[config.mk]
export PLATFORM = sky130hd
export DESIGN_NAME = sine_table_loader_flat
export DESIGN_NICKNAME = d
export VERILOG_FILES = /design/src/rtl/sine_table_loader_if.sv /design/src/rtl/sine_table_loader.sv /design/src/flat_wrapper.sv
export SDC_FILE = /design/constraint.sdc
export NUM_CORES = 1
export LEC_CHECK = 0
export CELL_PAD_IN_SITES_DETAIL_PLACEMENT = 0
export CELL_PAD_IN_SITES_GLOBAL_PLACEMENT = 1
export CORE_MARGIN = 2
export CORE_UTILIZATION = 41
export DETAILED_ROUTE_END_ITERATION = 10
export PLACE_DENSITY = 0.74
export REMOVE_ABC_BUFFERS = 1
export SLEW_MARGIN = 10
export SYNTH_ARGS = -nofsm -noshare
export SYNTH_HDL_FRONTEND = slang
export SYNTH_SLANG_ARGS = --single-unit
[constraint.sdc]
create_clock -name i_Clock -period 2 [get_ports i_Clock]
set_clock_uncertainty 0.1 [all_clocks]
set_input_delay 0.4 -clock i_Clock [delete_from_list [all_inputs] [get_ports i_Clock]]
set_output_delay 0.4 -clock i_Clock [all_outputs]
set_load 0.03 [all_outputs]
[src/rtl/sine_table_loader_if.sv]
// Byte stream and table RAM write port of the sine table loader.
// The loader takes the slave view; the host/RAM side takes the master view.
interface sine_table_loader_if #(
  parameter int ADDRESS_WIDTH = 14,
  parameter int DATA_WIDTH    = 15
);
  logic                     i_ByteValid;
  logic [7:0]               i_Byte;
  logic                     o_ByteReady;
  logic                     o_WriteEnable;
  logic [ADDRESS_WIDTH-1:0] o_WriteAddress;
  logic [DATA_WIDTH-1:0]    o_WriteData;

  modport master (
    output i_ByteValid,
    output i_Byte,
    input  o_ByteReady,
    input  o_WriteEnable,
    input  o_WriteAddress,
    input  o_WriteData
  );

  modport slave (
    input  i_ByteValid,
    input  i_Byte,
    output o_ByteReady,
    output o_WriteEnable,
    output o_WriteAddress,
    output o_WriteData
  );
endinterface

[src/rtl/sine_table_loader.sv]
// Boot-time loader for the quarter-wave sine table RAM.
// Optional trailing checksum check: define SINE_LOADER_CHECKSUM_EN.
module sine_table_loader #(
  parameter int ADDRESS_WIDTH = 14,
  parameter int DATA_WIDTH    = 15
) (
  input  logic i_Clock,
  input  logic i_Reset_n,
  input  logic i_Start,
  sine_table_loader_if.slave bus,
  output logic o_Busy,
  output logic o_Done,
  output logic o_Error
);

  typedef enum logic [2:0] {
    S_IDLE,
    S_RECV_LO,
    S_RECV_HI,
    S_WRITE,
    S_DONE
`ifdef SINE_LOADER_CHECKSUM_EN
    , S_RECV_CK_LO,
    S_RECV_CK_HI
`endif
  } state_e;

  // High-byte bits that do not fit in the sample word.
  localparam logic [7:0] HI_MASK = 8'hFF << (DATA_WIDTH - 8);

  state_e                   state_q, state_d;
  logic [ADDRESS_WIDTH-1:0] addr_q, addr_d;
  logic [7:0]               lo_q, lo_d;
  logic [ADDRESS_WIDTH-1:0] wr_addr_q, wr_addr_d;
  logic [DATA_WIDTH-1:0]    wr_data_q, wr_data_d;
  logic                     err_q, err_d;
`ifdef SINE_LOADER_CHECKSUM_EN
  logic [15:0]              sum_q, sum_d;
  logic [7:0]               ck_lo_q, ck_lo_d;
`endif

  logic                  accept;
  logic [DATA_WIDTH-1:0] word;
  logic                  addr_max;

  assign accept   = bus.i_ByteValid && bus.o_ByteReady;
  assign word     = {bus.i_Byte[DATA_WIDTH-9:0], lo_q};
  assign addr_max = (addr_q == {ADDRESS_WIDTH{1'b1}});

  always_ff @(posedge i_Clock or negedge i_Reset_n) begin
    if (!i_Reset_n) begin
      state_q   <= S_IDLE;
      addr_q    <= '0;
      lo_q      <= '0;
      wr_addr_q <= '0;
      wr_data_q <= '0;
      err_q     <= 1'b0;
`ifdef SINE_LOADER_CHECKSUM_EN
      sum_q     <= '0;
      ck_lo_q   <= '0;
`endif
    end else begin
      state_q   <= state_d;
      addr_q    <= addr_d;
      lo_q      <= lo_d;
      wr_addr_q <= wr_addr_d;
      wr_data_q <= wr_data_d;
      err_q     <= err_d;
`ifdef SINE_LOADER_CHECKSUM_EN
      sum_q     <= sum_d;
      ck_lo_q   <= ck_lo_d;
`endif
    end
  end

  always_comb begin
    state_d   = state_q;
    addr_d    = addr_q;
    lo_d      = lo_q;
    wr_addr_d = wr_addr_q;
    wr_data_d = wr_data_q;
    err_d     = err_q;
`ifdef SINE_LOADER_CHECKSUM_EN
    sum_d     = sum_q;
    ck_lo_d   = ck_lo_q;
`endif
    unique case (state_q)
      S_IDLE, S_DONE: begin
        if (i_Start) begin
          state_d = S_RECV_LO;
          addr_d  = '0;
          err_d   = 1'b0;
`ifdef SINE_LOADER_CHECKSUM_EN
          sum_d   = '0;
`endif
        end
      end
      S_RECV_LO: begin
        if (accept) begin
          lo_d    = bus.i_Byte;
          state_d = S_RECV_HI;
        end
      end
      S_RECV_HI: begin
        if (accept) begin
          wr_addr_d = addr_q;
          wr_data_d = word;
          if (|(bus.i_Byte & HI_MASK)) err_d = 1'b1;
          state_d   = S_WRITE;
        end
      end
      S_WRITE: begin
        // Counter wraps to zero naturally after the last address.
        addr_d = addr_q + 1'b1;
`ifdef SINE_LOADER_CHECKSUM_EN
        sum_d   = sum_q + 16'(wr_data_q);
        state_d = addr_max ? S_RECV_CK_LO : S_RECV_LO;
`else
        state_d = addr_max ? S_DONE : S_RECV_LO;
`endif
      end
`ifdef SINE_LOADER_CHECKSUM_EN
      S_RECV_CK_LO: begin
        if (accept) begin
          ck_lo_d = bus.i_Byte;
          state_d = S_RECV_CK_HI;
        end
      end
      S_RECV_CK_HI: begin
        if (accept) begin
          if ({bus.i_Byte, ck_lo_q} != sum_q) err_d = 1'b1;
          state_d = S_DONE;
        end
      end
`endif
      default: state_d = S_IDLE;
    endcase
  end

  always_comb begin
    bus.o_ByteReady = 1'b0;
    o_Busy          = 1'b0;
    unique case (state_q)
      S_RECV_LO, S_RECV_HI: begin
        bus.o_ByteReady = 1'b1;
        o_Busy          = 1'b1;
      end
      S_WRITE: o_Busy = 1'b1;
`ifdef SINE_LOADER_CHECKSUM_EN
      S_RECV_CK_LO, S_RECV_CK_HI: begin
        bus.o_ByteReady = 1'b1;
        o_Busy          = 1'b1;
      end
`endif
      default: ;
    endcase
  end

  assign bus.o_WriteEnable  = (state_q == S_WRITE);
  assign bus.o_WriteAddress = wr_addr_q;
  assign bus.o_WriteData    = wr_data_q;
  assign o_Done             = (state_q == S_DONE);
  assign o_Error            = err_q;

endmodule

[src/flat_wrapper.sv]
// flat-port wrapper written by rule: the top's interface ports become plain ports
module sine_table_loader_flat 
#(
  parameter int ADDRESS_WIDTH = 14,
  parameter int DATA_WIDTH    = 15
)
  (i_Clock, i_Reset_n, i_Start, o_Busy, o_Done, o_Error, bus_i_ByteValid, bus_i_Byte, bus_o_ByteReady, bus_o_WriteEnable, bus_o_WriteAddress, bus_o_WriteData);
  sine_table_loader_if #(.ADDRESS_WIDTH(ADDRESS_WIDTH), .DATA_WIDTH(DATA_WIDTH)) bus_i ();
  input  logic i_Clock;
  input  logic i_Reset_n;
  input  logic i_Start;
  output logic o_Busy;
  output logic o_Done;
  output logic o_Error;
  input wire logic [$bits(bus_i.i_ByteValid)-1:0] bus_i_ByteValid;
  input wire logic [$bits(bus_i.i_Byte)-1:0] bus_i_Byte;
  output wire logic [$bits(bus_i.o_ByteReady)-1:0] bus_o_ByteReady;
  output wire logic [$bits(bus_i.o_WriteEnable)-1:0] bus_o_WriteEnable;
  output wire logic [$bits(bus_i.o_WriteAddress)-1:0] bus_o_WriteAddress;
  output wire logic [$bits(bus_i.o_WriteData)-1:0] bus_o_WriteData;
  assign bus_i.i_ByteValid = bus_i_ByteValid;
  assign bus_i.i_Byte = bus_i_Byte;
  assign bus_o_ByteReady = bus_i.o_ByteReady;
  assign bus_o_WriteEnable = bus_i.o_WriteEnable;
  assign bus_o_WriteAddress = bus_i.o_WriteAddress;
  assign bus_o_WriteData = bus_i.o_WriteData;
  sine_table_loader #(.ADDRESS_WIDTH(ADDRESS_WIDTH), .DATA_WIDTH(DATA_WIDTH)) u_core (.i_Clock(i_Clock), .i_Reset_n(i_Reset_n), .i_Start(i_Start), .bus(bus_i), .o_Busy(o_Busy), .o_Done(o_Done), .o_Error(o_Error));
endmodule
## Word level (Yosys, flattened, before mapping)

Cells that the tools add are included.
W data, S select, Z words.

- Add/subtract/negate cells: 1
- Eq/ne operators: 9
- Multiplexer cells: 13
- Reductions and logical operators: 12

Operators by type and width:

| cell | count |
|---|---|
| $pmux W14 S2 | 1 |
| $add A14 B1 Y14 const B | 1 |
| $eq A14 B14 Y1 const B | 1 |
| $mux W14 | 1 |
| $mux W3 | 4 |
| $pmux W3 S4 | 1 |
| $eq A3 B2 Y1 const B | 2 |
| $reduce_and A2 Y1 | 3 |
| $mux W1 | 5 |
| $ne A2 B1 Y1 const B | 2 |
| $ne A2 B2 Y1 const B | 2 |
| $reduce_and A4 Y1 | 1 |
| $reduce_bool A2 Y1 | 2 |
| $reduce_or A2 Y1 | 2 |
| $eq A3 B1 Y1 const B | 1 |
| $eq A3 B3 Y1 const B | 1 |
| $logic_not A3 Y1 | 1 |
| $reduce_and A3 Y1 | 1 |
| $reduce_or A3 Y1 | 1 |
| $pmux W1 S2 | 1 |
| $logic_and A1 B1 Y1 | 1 |

- Register bits: 55
- Bits of input ports: 12
- Output and inout bits: 34
- Logic and storage cells: 41

## Depth between registers and ports, before layout

Gate-level depths: netlist of run 1.

- Depth after elaboration: 6
- Mapped depth: 6
- Gate-level depth less buffers: 5

## Worst setup path before layout of run 1

OpenSTA, ideal clock, no wires.

- Path kind: flip-flop to output port
- Start: register u_core.state_q[0]
- End: output bus_o_ByteReady
- Data arrival time: 1.166 ns
- Setup slack: 0.334 ns
- Stages on the path, launching flop included: 3
- Buffers on the path: 0
- Path through: dfrtp_1 nand2b_2 a21oi_1

- Word-level cells in the longest chain between the ends: 3
- Elaborated cells on any way between the ends: 4
- Classes of those cells: 2 x eq/ne; 1 x mux; 1 x reduce/logical

RTL lines:

| item | line | source |
|---|---|---|
| start, declared | sine_table_loader.sv:31 | `state_e state_q, state_d;` |
| start signal, assigned | sine_table_loader.sv:63 | `state_q <= state_d;` |
| $eq A3 B1 Y1 or $eq A3 B2 Y1 (tied branches) | sine_table_loader.sv:143 | `unique case (state_q)` |
| $reduce_or A2 Y1 (*) | sine_table_loader.sv:143 |  |
| $mux W1 (*) | sine_table_loader.sv:143 |  |
| end, declared | flat_wrapper.sv:17 | `output wire logic [$bits(bus_i.o_ByteReady)-1:0] bus_o_ByteReady;` |

Every way passes the cells marked *; elsewhere a longest branch is shown, timed or not.

## Worst setup path after layout of run 1

- Start: register u_core.state_q[0]
- End: output o_Done

- Word-level cells in the longest chain between the ends: 1

RTL lines:

| item | line | source |
|---|---|---|
| $eq A3 B3 Y1 | sine_table_loader.sv:162 | `assign o_Done = (state_q == S_DONE);` |
| end, declared | flat_wrapper.sv:13 | `output logic o_Done;` |

Every way passes these cells.

==> out/qor.yml, run 1 <==
nFillCells: 468
grt_max_degree: 41
hold_end: "u_core.bus.o_WriteAddress[11]"
area_growth_pct: 29.4
ys_top_cells_by_area: "dfrtp_1, mux2_2, mux2i_1"
dp_hpwl_microns: 3120
yosysSeqAreaShare: 0.589
synthTopCellsByCount: "dfrtp_1, mux2_2, nand2_1"
utilization: 0.549
period_needed_ns: 1.86
reg2regPathDepth: 4
maxCapViolCount: 0
drtIter0Drc: 61
grt_pass1_vias: 1602
dp_slack_ns: -0.0151
vias: 1523
fp.coreArea_sq_um: 5510
cts_tree: "yes"
finalSetupViolCount: 0
hold_viol: 0
crit_slowest_cell: "dfrtp_2"
hold_path_depth: 1
drive_above_1_share: 0.274
ant_nets: 0
multi_input_area_sq_um: 893
track_usage: 0.154
fin_setup_tns_ns: 0
seq_area_sq_um: 1380
drt-vias-per-instance: 5.11
die_h_microns: 79.5
cts_inserted_buffers: 5
power_frac_comb: 0.420
ys_ff_latch: 55
async_reset_ff_frac: 1.00
synth_top_area_frac: 0.589
yosys.cell_types.count: 35
rsz0062_at_grt: "false"
drc: 0
cp.required_ns: 1.50
crit_top_cell: "buf_4"
h-tree-depth: 2
r2r-end: "u_core.bus.o_WriteAddress[13]"
nNetsFinal: 238
static-leakage-power_uw: 0.00136
io-pin-count: 46
switching_share: 0.356
antenna_found_initial: 0
num_antenna_cells: 0
vdd_ir_drop_max_v: 0.000604
fp.dieW_microns: 79.5
ys_warn_count: 0
core.rowCount: 27
worstSetupEndpointType: "output port"
critPathMaxStageDelay_ns: 0.46
slew_headroom: 0.722
power_density_nw_per_um2: 1380
clkSinkCount: 55
crit_fanout: 7
crit_type: "register to output port"
postPlaceCellArea_sq_um: 2890
period_share: 0.932
r2r-start: "u_core.state_q[0]"
cts_max_path_buffers: 2
die_area_sq_um: 6310
cts-root-buf: "clkbuf_8"
start_util: 0.424
r2r_slack_ns: 0.25
post_drt_wl_per_cell_microns: 14.9
netlist_instances: 172
grt_pass1_wl_microns: 7690
first_pass_iters: 4
p_sw_uw: 1480
globalplace.congestion: 0.770
final-max-slew-violation-count: 0
synthMostInstantiatedCell: "dfrtp_1"
synth_edf_count: 0
post_cts_buffers: 0
tightest_slew_ns: 0.418
design_area_sq_um: 3020
synth.cell_area_sq_um: 2330
syn_area_per_cell_sq_um: 13.6
outcome: "finished, final reports clean"
pwr-share-clk: 0.183
p_int_uw: 2680
gr-total-overflow: 0
holdCritPathClass: "register to register"
clk_latency_ns: 0.30
arrival_ns: 1.36
io_buffers: 45
wl_microns: 4450
synth_top_area_cell: "dfrtp_1"
synthFlopType: "dfrtp_1"
crit_path_start_kind: "register"
crit_chain: "nor2_1 -> buf_4 -> nand2_1 -> inv_1 -> buf_4"
holdCritStartpoint: "u_core.bus.o_WriteAddress[11]"
holdWs_ns: 0.394
seq_power_share: 0.396
fin_ws_ns: 0.136
clk_pin_slew_ns: 0.10
fmax_ghz: 0.536
how the worst max path moves through the flow:
stage	cells after the start	endpoint	startpoint
final	5	o_Done	u_core.state_q[0]
after global routing	5	o_Done	u_core.state_q[0]
after CTS	3	bus_o_WriteEnable	u_core.state_q[2]
after detailed placement	4	u_core.bus.o_WriteData[5]	bus_i_ByteValid
after global placement	4	u_core.bus.o_WriteData[4]	bus_i_ByteValid
after floorplan	3	u_core.bus.o_WriteData[10]	u_core.state_q[0]
power groups by stage:
stage,Sequential (uW),Combinational (uW),Clock [uW]
finish,1650,1750,764
floorplan,2060,637,0
detailed placement,1670,1780,0
global route,1710,1870,850
global placement,1660,1740,0
CTS,1650,1780,793
critical path, delay by kind of cell, from the launching register on:
| family | cells | cell delay (ns) |
|---|---|---|
| buffers and inverters | 3 | 0.37 |
| flip-flops | 1 | 0.46 |
| AND/OR/NAND/NOR | 2 | 0.23 |
logic make-up after synthesis:
logic type / Yosys count / synth area share
AO/OA/AOI/OAI: 26 / 0.0729
adder cells (fa/ha/maj): 1 / 0.00536
buffers and inverters: 8 / 0.0279
flip-flops: 55 / 0.589
multiplexers: 43 / 0.204
AND/OR/NAND/NOR: 39 / 0.100
layout make-up:
class                      count  area share
inverter                       2     0.00290
multi-input combinational    109       0.296
clock inverter                 2      0.0128
tap                           72      0.0298
timing repair buffer          52       0.175
sequential                    55       0.456
clock buffer                   6      0.0273
sequential cells by signal, indices dropped and copies added, names as in the netlist:
signal                     cells
u_core.bus.o_WriteData        15
u_core.addr_q                 14
u_core.bus.o_WriteAddress     14
u_core.lo_q                    8
u_core.state_q                 3
u_core.o_Error                 1
cells in the final DEF, fill, tap and decap left out, types with 3 or more instances in the layout:
master and n:
mux2_2 35, buf_4 6, nand2_1 16, clkdlybuf4s50_1 40
o21ai_0 7, o31ai_1 3, buf_12 3, and3_1 4
nor2_1 3, dfrtp_1 53, mux2i_1 6, clkbuf_8 6
nand3_1 4, a21oi_1 6
through the flow:
step / instances / total power [uW]
after global placement: 289 / 3400
after CTS: 298 / 4220
after detailed placement: 289 / 3450
final: 298 / 4170
after global routing: 298 / 4420
after floorplan: 166 / 2690
per-layer routing:
metal	track usage	routed length, microns
met5	0	0
met4	0.0483	65
met3	0.0283	157
met2	0.256	2250
met1	0.204	1970
what timing repair did:
| item | CTS | global route |
|---|---|---|
| cloned | 0 | 0 |
| hold buffers | 1 | 0 |
| endpoints found under the setup margin | 1 | 2 |
| endpoints found under the hold margin | 15 | 0 |
| resized for setup | 1 | 2 |
Power figures use the tool's default switching activity.
==> run 2: changes to the inputs <==
--- a/config.mk
+++ b/config.mk
@@ -11,6 +11,7 @@
 export CORE_UTILIZATION = 41
 export DETAILED_ROUTE_END_ITERATION = 10
 export PLACE_DENSITY = 0.74
+export RECOVER_POWER = 50
 export REMOVE_ABC_BUFFERS = 1
 export SLEW_MARGIN = 10
 export SYNTH_ARGS = -nofsm -noshare
==> run 2 against run 1 <==
Non-clock buffer count is the same. Fmax shrank 1.7%. Hold slack is essentially flat. Power shrank 0.57%. Cell count is the same. Routed wire length shrank 0.34%. Setup slack lost 0.032 ns. Register-to-register slack is essentially flat. Die area is the same. First-iteration DRC count shrank 4.9%. Critical path type is now input port to register. Highest routed layer unchanged.
==> out/qor.yml, run 2 (synthesis gave the netlist of run 1 again) <==
io-pin-count: 46  # unchanged
drt-vias-per-instance: 5.15  # +0.85%
worstSetupEndpointType: "register"
stdcell_count: 298  # unchanged
layout_commonest_cell: "dfrtp_1"
crit_fanout: 8  # +1
tightest_slew_ns: 0.902  # +0.485 ns
fin_setup_tns_ns: 0  # unchanged
arrival_ns: 1.99  # +0.63 ns
final-max-slew-violation-count: 0  # unchanged
drtIter0Drc: 58  # -4.9%
finalSetupViolCount: 0  # unchanged
grt_max_degree: 41  # unchanged
drc: 0  # unchanged
largest_reg_flops: 15  # unchanged
path_buf_inv: 2  # -1
post_drt_wl_per_cell_microns: 14.9  # -0.34%
vdd_ir_drop_max_v: 0.000605  # about the same
vias: 1536  # +0.85%
period_share: 0.948  # +0.0158
crit_chain: "dlygate4sd3_1 -> nand3b_1 -> nor2_1 -> dlymetal6s2s_1 -> mux2_2"
crit_path_start_kind: "input port"
placed_cells: 289  # unchanged
hold_viol: 0  # unchanged
area_growth_pct: 28.7
ant_nets: 0  # unchanged
grt_pass1_vias: 1602  # unchanged
fin_ws_ns: 0.104  # -0.0316 ns
grt_pass1_wl_microns: 7690  # unchanged
maxCapViolCount: 0  # unchanged
fmax_ghz: 0.528  # -1.7%
num_antenna_cells: 0  # unchanged
core.rowCount: 27  # unchanged
start_util: 0.424  # unchanged
gr-total-overflow: 0  # unchanged
outcome: "finished, final reports clean"
dp_slack_ns: -0.0151  # unchanged
post_cts_buffers: 0  # unchanged
slew_headroom: 0.398  # -0.323
die_h_microns: 79.5  # unchanged
dp_hpwl_microns: 3120  # unchanged
globalplace.congestion: 0.770  # unchanged
clk_pin_slew_ns: 0.10  # about the same
io_buffers: 45  # unchanged
drive_above_1_share: 0.257  # -0.0177
crit_slowest_cell: "dlygate4sd3_1"
h-tree-depth: 2  # unchanged
clk_latency_ns: 0.30  # about the same
nNetsFinal: 238  # unchanged
period_needed_ns: 1.90  # +0.0316 ns
power_density_nw_per_um2: 1380  # about the same
cts-root-buf: "clkbuf_8"
first_pass_iters: 4  # unchanged
die_area_sq_um: 6310  # unchanged
layout_common_cells: "dfrtp_1, clkdlybuf4s50_1, mux2_2, nand2_1, o21ai_0"
antenna_found_initial: 0  # unchanged
cpLargestDelayFamily: "buffers and inverters"
critPathMaxStageDelay_ns: 0.59  # +0.13 ns
nFillCells: 472  # +0.85%
cts_max_path_buffers: 2  # unchanged
wl_microns: 4440  # -0.34%
cts_tree: "yes"
fp.dieW_microns: 79.5  # unchanged
static-leakage-power_uw: 0.00137  # +0.75%
track_usage: 0.154  # unchanged
crit_type: "input port to register"
clkSinkCount: 55  # unchanged
cts_inserted_buffers: 5  # unchanged
fp.coreArea_sq_um: 5510  # unchanged
cp.required_ns: 2.10  # +0.60 ns
rsz0062_at_grt: "false"
holdCritPathClass: "register to register"
run 2: cell types whose count changed in the layout (fill, tap and decap cells not counted):
cell and change:
and3_4 -1, dlymetal6s2s_1 +1, dlygate4sd3_1 +1, clkbuf_1 +1, buf_12 -1, nor2_2 -1
clkdlybuf4s50_1 -1, nor2_1 +1, buf_2 -1, and3_1 +1
run 2: final timing paths:
kind | startpoint | endpoint | slack (ns) | cells after the start
max reg2reg | u_core.state_q[0] | u_core.bus.o_WriteAddress[13] | 0.25 | 4
min | u_core.bus.o_WriteAddress[11] | u_core.bus.o_WriteAddress[11] | 0.39 | 1
max in group asynchronous | i_Reset_n | u_core.state_q[2] | 0.44 | 3
min in group asynchronous | i_Reset_n | u_core.bus.o_WriteAddress[1] | 0.63 | 2
max | bus_i_ByteValid | u_core.lo_q[1] | 0.10 | 5
min reg2reg | u_core.bus.o_WriteAddress[11] | u_core.bus.o_WriteAddress[11] | 0.39 | 1
run 2: where the power goes:
group / leakage (uW) / internal, uW / switching [uW]
Combinational: 0.000593 / 813 / 915
Clock: 0.0000618 / 412 / 353
Sequential: 0.000710 / 1440 / 207
run 2: worst reg2reg max path, stage by stage, from the launching register on:
cell,delay (ns)
dfrtp_2,0.46
nand2b_2,0.23
nor3b_4,0.25
buf_12,0.24
mux2_2,0.37
run 2: metal layers:
layer  GRT usage  part of all wire
met1       0.204              0.44
met5           0                 0
met2       0.256              0.51
met4      0.0483             0.011
met3      0.0283             0.037
run 2: metrics by stage:
stage	hold WS, ns	utilization	instance area [sq um]	total power (uW)
CTS	0.399	0.548	3020	4220
global route	0.424	0.546	3010	4400
global placement	0.229	0.525	2890	3400
finish	0.394	0.546	3010	4140
floorplan	0.00441	-	2280	2690
detailed placement	0.240	0.525	2890	3450
run 2: cell type report:
class | count | area [sq um] | share of cell area
Timing Repair Buffer | 52 | 520 | 0.173
Sequential cell | 55 | 1380 | 0.459
Inverter | 2 | 8.76 | 0.00291
Clock inverter | 2 | 38.8 | 0.0129
Clock buffer | 6 | 82.6 | 0.0275
Tap cell | 72 | 90.1 | 0.0300
Multi-Input combinational cell | 109 | 886 | 0.295
run 2: repair_timing:
item                                    4_1_cts  5_1_grt
endpoints found under the setup margin        1        2
hold buffers                                  1        0
resized for setup                             1        2
endpoints found under the hold margin        15        0
==> run 3: changes to the inputs <==
--- a/config.mk
+++ b/config.mk
@@ -10,6 +10,7 @@
 export CORE_MARGIN = 2
 export CORE_UTILIZATION = 41
 export DETAILED_ROUTE_END_ITERATION = 10
+export MAX_ROUTING_LAYER = met4
 export PLACE_DENSITY = 0.74
 export RECOVER_POWER = 50
 export REMOVE_ABC_BUFFERS = 1
==> run 3 against run 2 <==
Setup slack about the same. Hold slack unchanged. Fmax about the same. Critical path depth unchanged. First-iteration DRC count decreased by 1.7%. Count of clock-buffer cells in the layout unchanged. Combinational power about the same.
==> out/qor.yml, run 3 (synthesis gave the netlist of run 1 again) <==
outcome: "finished, final reports clean"
vdd_ir_drop_max_v: 0.000605  # about the same
power_density_nw_per_um2: 1380  # about the same
cts_max_path_buffers: 2  # unchanged
die_h_microns: 79.5  # unchanged
final-max-slew-violation-count: 0  # unchanged
critPathMaxStageDelay_ns: 0.59  # about the same
path_buf_inv: 2  # unchanged
crit_slowest_cell: "dlygate4sd3_1"
hold_viol: 0  # unchanged
first_pass_iters: 4  # unchanged
post_cts_buffers: 0  # unchanged
period_needed_ns: 1.90  # -0.000462 ns
start_util: 0.424  # unchanged
cts_tree: "yes"
rsz0062_at_grt: "false"
gr-total-overflow: 0  # unchanged
cp.required_ns: 2.10  # about the same
largest_reg_flops: 15  # unchanged
wl_microns: 4440  # about the same
fp.dieW_microns: 79.5  # unchanged
worstSetupEndpointType: "register"
fp.coreArea_sq_um: 5510  # unchanged
track_usage: 0.158  # +0.00398
cpLargestDelayFamily: "buffers and inverters"
grt_pass1_vias: 1606  # +0.25%
clk_pin_slew_ns: 0.10  # about the same
core.rowCount: 27  # unchanged
design_area_sq_um: 3010  # unchanged
drtIter0Drc: 57  # -1.7%
dp_slack_ns: -0.0151  # unchanged
h-tree-depth: 2  # unchanged
finalSetupViolCount: 0  # unchanged
clk_latency_ns: 0.30  # about the same
io-pin-count: 46  # unchanged
io_buffers: 45  # unchanged
drive_above_1_share: 0.257  # unchanged
utilization: 0.546  # unchanged
cts-root-buf: "clkbuf_8"
arrival_ns: 1.99  # about the same
crit_fanout: 8  # unchanged
drt-vias-per-instance: 5.15  # -0.13%
fin_ws_ns: 0.105  # +0.000462 ns
die_area_sq_um: 6310  # unchanged
period_share: 0.948  # about the same
grt_pass1_wl_microns: 7670  # -0.27%
grt_max_degree: 41  # unchanged
maxCapViolCount: 0  # unchanged
post_drt_wl_per_cell_microns: 14.9  # about the same
ant_nets: 0  # unchanged
crit_type: "input port to register"
postPlaceCellArea_sq_um: 2890  # unchanged
crit_path_start_kind: "input port"
holdCritPathClass: "register to register"
static-leakage-power_uw: 0.00137  # unchanged
globalplace.congestion: 0.780  # +1.3%
num_antenna_cells: 0  # unchanged
drc: 0  # unchanged
slew_headroom: 0.398  # -0.000429
area_growth_pct: 28.7  # unchanged
fmax_ghz: 0.528  # about the same
power_uw: 4140  # about the same
tightest_slew_ns: 0.903  # +0.000643 ns
crit_chain: "dlygate4sd3_1 -> nand3b_1 -> nor2_1 -> dlymetal6s2s_1 -> mux2_2"
clkSinkCount: 55  # unchanged
layout_commonest_cell: "dfrtp_1"
layout_common_cells: "dfrtp_1, clkdlybuf4s50_1, mux2_2, nand2_1, o21ai_0"
antenna_found_initial: 0  # unchanged
nNetsFinal: 238  # unchanged
cts_inserted_buffers: 5  # unchanged
vias: 1534  # -0.13%
dp_hpwl_microns: 3120  # unchanged
## run 3: path summary, 6_finish.rpt
check	slack, ns	cells after the start	to	from
worst min register to register	0.39	1	u_core.bus.o_WriteAddress[11]	u_core.bus.o_WriteAddress[11]
worst min-delay path	0.39	1	u_core.bus.o_WriteAddress[11]	u_core.bus.o_WriteAddress[11]
worst max register to register	0.25	4	u_core.bus.o_WriteAddress[13]	u_core.state_q[0]
min in group asynchronous	0.63	2	u_core.bus.o_WriteAddress[1]	i_Reset_n
worst max-delay path	0.10	5	u_core.lo_q[1]	bus_i_ByteValid
max in group asynchronous	0.44	3	u_core.state_q[2]	i_Reset_n
## run 3: per-stage QoR
stage                     hold WS [ns]  setup TNS [ns]  std cells
after global routing             0.424               0        298
final                            0.394               0        298
after floorplan                0.00441           -4.56        166
after detailed placement         0.240          -0.168        289
after global placement           0.229               0        289
after CTS                        0.399               0        298
## run 3: layout make-up
cell class              count  area, sq um
well taps                  72         90.1
fillers                   472         2500
inverters                   2         8.76
multi-input cells         109          886
repair buffers             52          520
clock inverters             2         38.8
flip-flops and latches     55         1380
clock buffers               6         82.6
## run 3: per-layer routing
layer	global-route usage	wire (microns)	vias up
met5	-	0	-
met4	0.0483	60	0
li1	-	-	732
met1	0.204	1950	771
met2	0.256	2260	26
met3	0.0283	163	5
## run 3: timing repair
item | 4_1_cts | 5_1_grt
hold buffers | 1 | 0
gates resized for setup | 1 | 2
endpoints found under the setup margin | 1 | 2
hold endpoints to repair | 15 | 0
## run 3: power by group
part	leakage, uW	internal (uW)	switching (uW)
Sequential	0.000710	1440	207
Combinational	0.000593	813	915
Clock	0.0000618	412	353
Total	0.00137	2670	1470
